## src/rtl/pc_fetch_unit.sv

```systemverilog
// Instruction fetch stage: PC register, instruction-memory request, IF/ID pipeline
// register with a one-entry skid buffer for a fetch that completes under stall.
module pc_fetch_unit #(
    parameter logic [31:0] RESET_PC = 32'h0000_0000
) (
    input  logic        clk,
    input  logic        rst_n,
    output logic [31:0] pc_out,
    input  logic [31:0] pc_plus4,
    output logic        imem_req,
    output logic [31:0] imem_addr,
    input  logic        imem_ack,
    input  logic [31:0] imem_rdata,
    input  logic        stall,
    input  logic        redirect,
    input  logic [31:0] redirect_pc,
    output logic        ifid_valid,
    output logic [31:0] ifid_instr,
    output logic [31:0] ifid_pc4,
    output logic        fetch_err
);

    // state | meaning
    // IDLE  | post-reset settle cycle, no request, redirect ignored
    // FETCH | request outstanding at pc, one instruction per acked cycle
    // HOLD  | fetched word parked in skid buffer until stall drops
    // ERR   | misaligned redirect seen, frozen until reset
    typedef enum logic [1:0] {
        S_IDLE  = 2'd0,
        S_FETCH = 2'd1,
        S_HOLD  = 2'd2,
        S_ERR   = 2'd3
    } state_t;

    state_t      state;
    state_t      state_nxt;

    logic [31:0] pc;
    logic [31:0] pc_nxt;
    logic        ifid_valid_nxt;
    logic [31:0] ifid_instr_nxt;
    logic [31:0] ifid_pc4_nxt;
    logic        fetch_err_nxt;

    logic [31:0] skid_instr;
    logic [31:0] skid_instr_nxt;
    logic [31:0] skid_pc4;
    logic [31:0] skid_pc4_nxt;
    logic        skid_valid;
    logic        skid_valid_nxt;

    logic        redir_active;
    logic        redir_misaligned;

    assign pc_out    = pc;
    assign imem_addr = pc;
    assign imem_req  = (state == S_FETCH);

    assign redir_active     = redirect && ((state == S_FETCH) || (state == S_HOLD));
    assign redir_misaligned = (redirect_pc[1:0] != 2'b00);

    always_ff @(posedge clk or negedge rst_n) begin
        if (!rst_n) begin
            state      <= S_IDLE;
            pc         <= RESET_PC;
            ifid_valid <= 1'b0;
            ifid_instr <= 32'h0;
            ifid_pc4   <= 32'h0;
            fetch_err  <= 1'b0;
            skid_instr <= 32'h0;
            skid_pc4   <= 32'h0;
            skid_valid <= 1'b0;
        end else begin
            state      <= state_nxt;
            pc         <= pc_nxt;
            ifid_valid <= ifid_valid_nxt;
            ifid_instr <= ifid_instr_nxt;
            ifid_pc4   <= ifid_pc4_nxt;
            fetch_err  <= fetch_err_nxt;
            skid_instr <= skid_instr_nxt;
            skid_pc4   <= skid_pc4_nxt;
            skid_valid <= skid_valid_nxt;
        end
    end

    always_comb begin
        state_nxt      = state;
        pc_nxt         = pc;
        ifid_valid_nxt = ifid_valid;
        ifid_instr_nxt = ifid_instr;
        ifid_pc4_nxt   = ifid_pc4;
        fetch_err_nxt  = fetch_err;
        skid_instr_nxt = skid_instr;
        skid_pc4_nxt   = skid_pc4;
        skid_valid_nxt = skid_valid;

        if (redir_active) begin
            // Redirect beats stall and ack; any word returned this cycle is dropped.
            ifid_valid_nxt = 1'b0;
            skid_valid_nxt = 1'b0;
            if (redir_misaligned) begin
                state_nxt     = S_ERR;
                fetch_err_nxt = 1'b1;
            end else begin
                state_nxt = S_FETCH;
                pc_nxt    = redirect_pc;
            end
        end else begin
            case (state)
                S_IDLE: begin
                    state_nxt = S_FETCH;
                end
                S_FETCH: begin
                    if (imem_ack) begin
                        if (!stall) begin
                            ifid_instr_nxt = imem_rdata;
                            ifid_pc4_nxt   = pc_plus4;
                            ifid_valid_nxt = 1'b1;
                            pc_nxt         = pc_plus4;
                        end else begin
                            skid_instr_nxt = imem_rdata;
                            skid_pc4_nxt   = pc_plus4;
                            skid_valid_nxt = 1'b1;
                            state_nxt      = S_HOLD;
                        end
                    end else if (!stall) begin
                        ifid_valid_nxt = 1'b0;
                    end
                end
                S_HOLD: begin
                    if (!stall) begin
                        if (skid_valid) begin
                            ifid_instr_nxt = skid_instr;
                            ifid_pc4_nxt   = skid_pc4;
                            ifid_valid_nxt = 1'b1;
                            pc_nxt         = skid_pc4;
                        end
                        skid_valid_nxt = 1'b0;
                        state_nxt      = S_FETCH;
                    end
                end
                default: begin
                    state_nxt = S_ERR;
                end
            endcase
        end
    end

endmodule
```

## config.mk

```make
export PLATFORM = sky130hd
export DESIGN_NAME = pc_fetch_unit
export DESIGN_NICKNAME = d
export VERILOG_FILES = /design/src/rtl/pc_fetch_unit.sv
export SDC_FILE = /design/constraint.sdc
export NUM_CORES = 1
export LEC_CHECK = 0
export CAP_MARGIN = 40
export CORE_MARGIN = 4
export CORE_UTILIZATION = 47
export CTS_CLUSTER_SIZE = 10
export DETAILED_ROUTE_END_ITERATION = 10
export PLACE_DENSITY = 0.81
export SLEW_MARGIN = 20
export SYNTH_ARGS = -nofsm -noshare
export SYNTH_HDL_FRONTEND = slang
export SYNTH_SLANG_ARGS = --single-unit
```

## constraint.sdc

```tcl
create_clock -name clk -period 2.8 [get_ports clk]
set_clock_uncertainty 0.2 [all_clocks]
set_input_delay 0.56 -clock clk [delete_from_list [all_inputs] [get_ports clk]]
set_output_delay 0.56 -clock clk [all_outputs]
set_load 0.01 [all_outputs]
```

==> results.sh <==
export IMPL_status="finished clean"
export IMPL_hold_depth=1
export IMPL_start_kind="register"
export IMPL_cts_max_level=4
export IMPL_clk_pin_slew_ns=0.05
export IMPL_max_freq_mhz=374
export IMPL_seq_area_mm2=0.00413
export IMPL_clock_tree_root_cell="clkbuf_16"
export IMPL_r2r_start="state[0]"
export IMPL_holdCritPathClass="reg -> reg"
export IMPL_area_growth_pct=40.4
export IMPL_crit_arrival_ns=1.92
export IMPL_synth_top_family_by_area="multiplexers"
export IMPL_die_area_mm2=0.0176
export IMPL_endpoint_kind="output pin"
export IMPL_die_w_um=133
export IMPL_synthTopCellsByArea="dfrtp_1 (57%), mux2_2 (10%), mux2i_1 (8.6%)"
export IMPL_ys_types=34
export IMPL_synthMuxAreaShare=0.190
export IMPL_routed_wl_um=18900
export IMPL_tns_ns=0
export IMPL_cap_violations=0
export IMPL_grt_max_degree=74
export IMPL_drt_iter0_drc=268
export IMPL_r2r_end="imem_addr[9]"
export IMPL_num_nets_final=866
export IMPL_ys_warn_count=0
export IMPL_timing_final_hold_violations=0
export IMPL_slew_viol_final=0
export IMPL_start_util=0.480
export IMPL_rows=45
export IMPL_n_antenna_cell=0
export IMPL_grt_pass1_vias=5720
export IMPL_multi_input_area_mm2=0.00274
export IMPL_p_leak_nw=4.11
export IMPL_r2r_slack_ns=0.43
export IMPL_worst_pin_slew_ns=0.501
export IMPL_stdcell_area_mm2=0.0102
export IMPL_irDropWorstVdd_mv=0.613
export IMPL_antenna_found_initial=0
export IMPL_wl_per_cell_um=19.6
export IMPL_synthSimpleGateAreaFrac=0.0360
export IMPL_path_max_fanout=8
export IMPL_path_class="reg -> out"
export IMPL_syn_area_mm2=0.00730
export IMPL_overflow=0
export IMPL_powerDensity_mw_per_mm2=1240
export IMPL_place_area_mm2=0.00964
export IMPL_cts_sinks=165
export IMPL_fillerInstances=1121
export IMPL_postRouteAntennaNets=0
export IMPL_io_pins=232
export IMPL_first_pass_iters=4
export IMPL_io_buffer_count=231
export IMPL_core_mm2=0.0152
export IMPL_grt_pass1_wl_um=30800
export IMPL_syn_inst=568
export IMPL_drc=0
export IMPL_synth_xor_area_frac=0
export IMPL_synth_ff_latch_count=165
export IMPL_yosys_area_top_type="dfrtp_1"
export IMPL_slew_headroom=0.663
export IMPL_via_count=5364
export IMPL_cts_buffers=17
export IMPL_drive_above_1_share=0.155
export IMPL_hold_end="fetch_err"
export IMPL_syn_nets=673
export IMPL_die_height_um=133
export IMPL_layout_min_cycle_time_ns=2.68
export IMPL_syn_avg_cell_area_um2=12.8
export IMPL_worstPathRequired_ns=2.04
export IMPL_cts_tree="yes"
export IMPL_synth_compound_area_share=0.137
export IMPL_ctsResizeCount=0
export IMPL_cts_setup_buffers=0
export IMPL_yosysSeqAreaShare=0.566
export IMPL_hpwl_um=13400
export IMPL_rsz0062_at_grt="false"
export IMPL_grt_usage=0.218
export IMPL_clk_latency_ns=0.41
export IMPL_synthAdderAreaFrac=0.00686
export IMPL_min_period_over_period=0.956
export IMPL_ff2ff_path_depth=7
export IMPL_clk_path_buf_depth=2
export IMPL_min_from="fetch_err"
export IMPL_netlist_area_leader_share=0.566
export IMPL_gp_congestion=0.860
export IMPL_via_per_inst=5.58
export IMPL_setup_viol=0
export IMPL_final_util=0.674
[metrics by stage]
stage,std cells,hold slack (ns),setup slack [ns],power [W]
after CTS,962,0.286,0.0832,0.0129
final,962,0.279,0.123,0.0127
after floorplan,568,0.0644,0.436,0.00779
after detailed placement,929,0.231,0.229,0.0105
after global routing,962,0.299,0.0298,0.0135
after global placement,929,0.230,0.280,0.0102
[power breakdown]
group | total (W) | switching, W | internal [W]
Sequential | 0.00436 | 0.000755 | 0.00360
Clock | 0.00233 | 0.000898 | 0.00143
Combinational | 0.00605 | 0.00270 | 0.00336
[layer usage]
metal	wire length, µm	global-route usage	vias up
li1	-	-	2429
met1	7930	0.270	2717
met2	9630	0.375	199
met3	1090	0.0589	19
met4	233	0.0652	0
met5	0	0	-
[area by class of cell]
class / count / share of cell area
clock inverter: 7 / 0.00916
timing repair buffer: 249 / 0.246
clock buffer: 25 / 0.0493
tap: 188 / 0.0230
sequential: 165 / 0.403
inverter: 5 / 0.00183
multi-input combinational: 323 / 0.267
[cell usage after synthesis, drive strengths merged]
library cell  number
dfrtp            165
mux2              67
a21oi             65
mux2i             63
buf               53
o221a             30
nand3             29
o21a              29
clkbuf            22
nor2               7
inv                5
ha                 4
nand2              4
nand2b             4
o21ai              3
a211oi             2
a221oi             2
a22o               2
nor4               2
o21bai             2
o22a               2
and2               1
nand4              1
nor2b              1
o211ai             1
or2                1
or3                1
[sequential cells by signal (all words and copies together) (netlist names)]
name,cells
ifid_pc4,32
state,2
skid_valid,1
fetch_err,1
imem_addr,32
skid_instr,32
ifid_valid,1
skid_pc4,32
ifid_instr,32
[cells in the final DEF (no fill, tap or decap), types with 2 or more instances in the layout]
cell type and count:
o221a_1 29, a21oi_1 65, a22o_1 2, bufinv_16 2
clkbuf_8 5, o22a_1 2, nand3_1 29, buf_12 6
clkbuf_16 17, dfrtp_1 165, clkdlybuf4s50_1 230, nor2_1 6
a221oi_4 2, inv_1 5, mux2_2 66, clkinv_2 2
ha_1 3, nand2b_1 3, o21bai_1 2, clkbuf_1 3
clkinvlp_4 2, nor4_1 2, buf_4 11, o21a_1 29
nand2_1 4, mux2i_1 63, a211oi_1 2, o21ai_0 3
[kinds of logic (layout without fill, tap and decap cells)]
logic type / after synthesis / in the layout
multiplexers: 130 / 130
adder cells (fa/ha/maj): 4 / 4
buffers and inverters: 80 / 286
AO/OA/AOI/OAI: 138 / 138
flip-flops: 165 / 165
AND/OR/NAND/NOR: 51 / 51
[repair_timing]
item	4_1_cts	5_1_grt
hold buffers	1	0
setup endpoints to repair	0	0
endpoints found under the hold margin	21	0
[critical path, cell delays in order (launching register included)]
cell and delay [ns]:
dfrtp_1 0.42, inv_1 0.11, ha_1 0.36, clkdlybuf4s50_1 0.61
[worst max path at each step]
stage                     startpoint       endpoint  slack [ns]  cells after the start
after floorplan             state[0]  imem_addr[22]        0.44                      9
after global routing        state[1]       imem_req        0.03                      3
after detailed placement    redirect   imem_addr[7]        0.23                      6
final                       state[1]       imem_req        0.12                      3
after CTS                   state[1]       imem_req        0.08                      3
after global placement      redirect  imem_addr[17]        0.28                      6
Note: power is estimated with default switching activity, not from simulation.
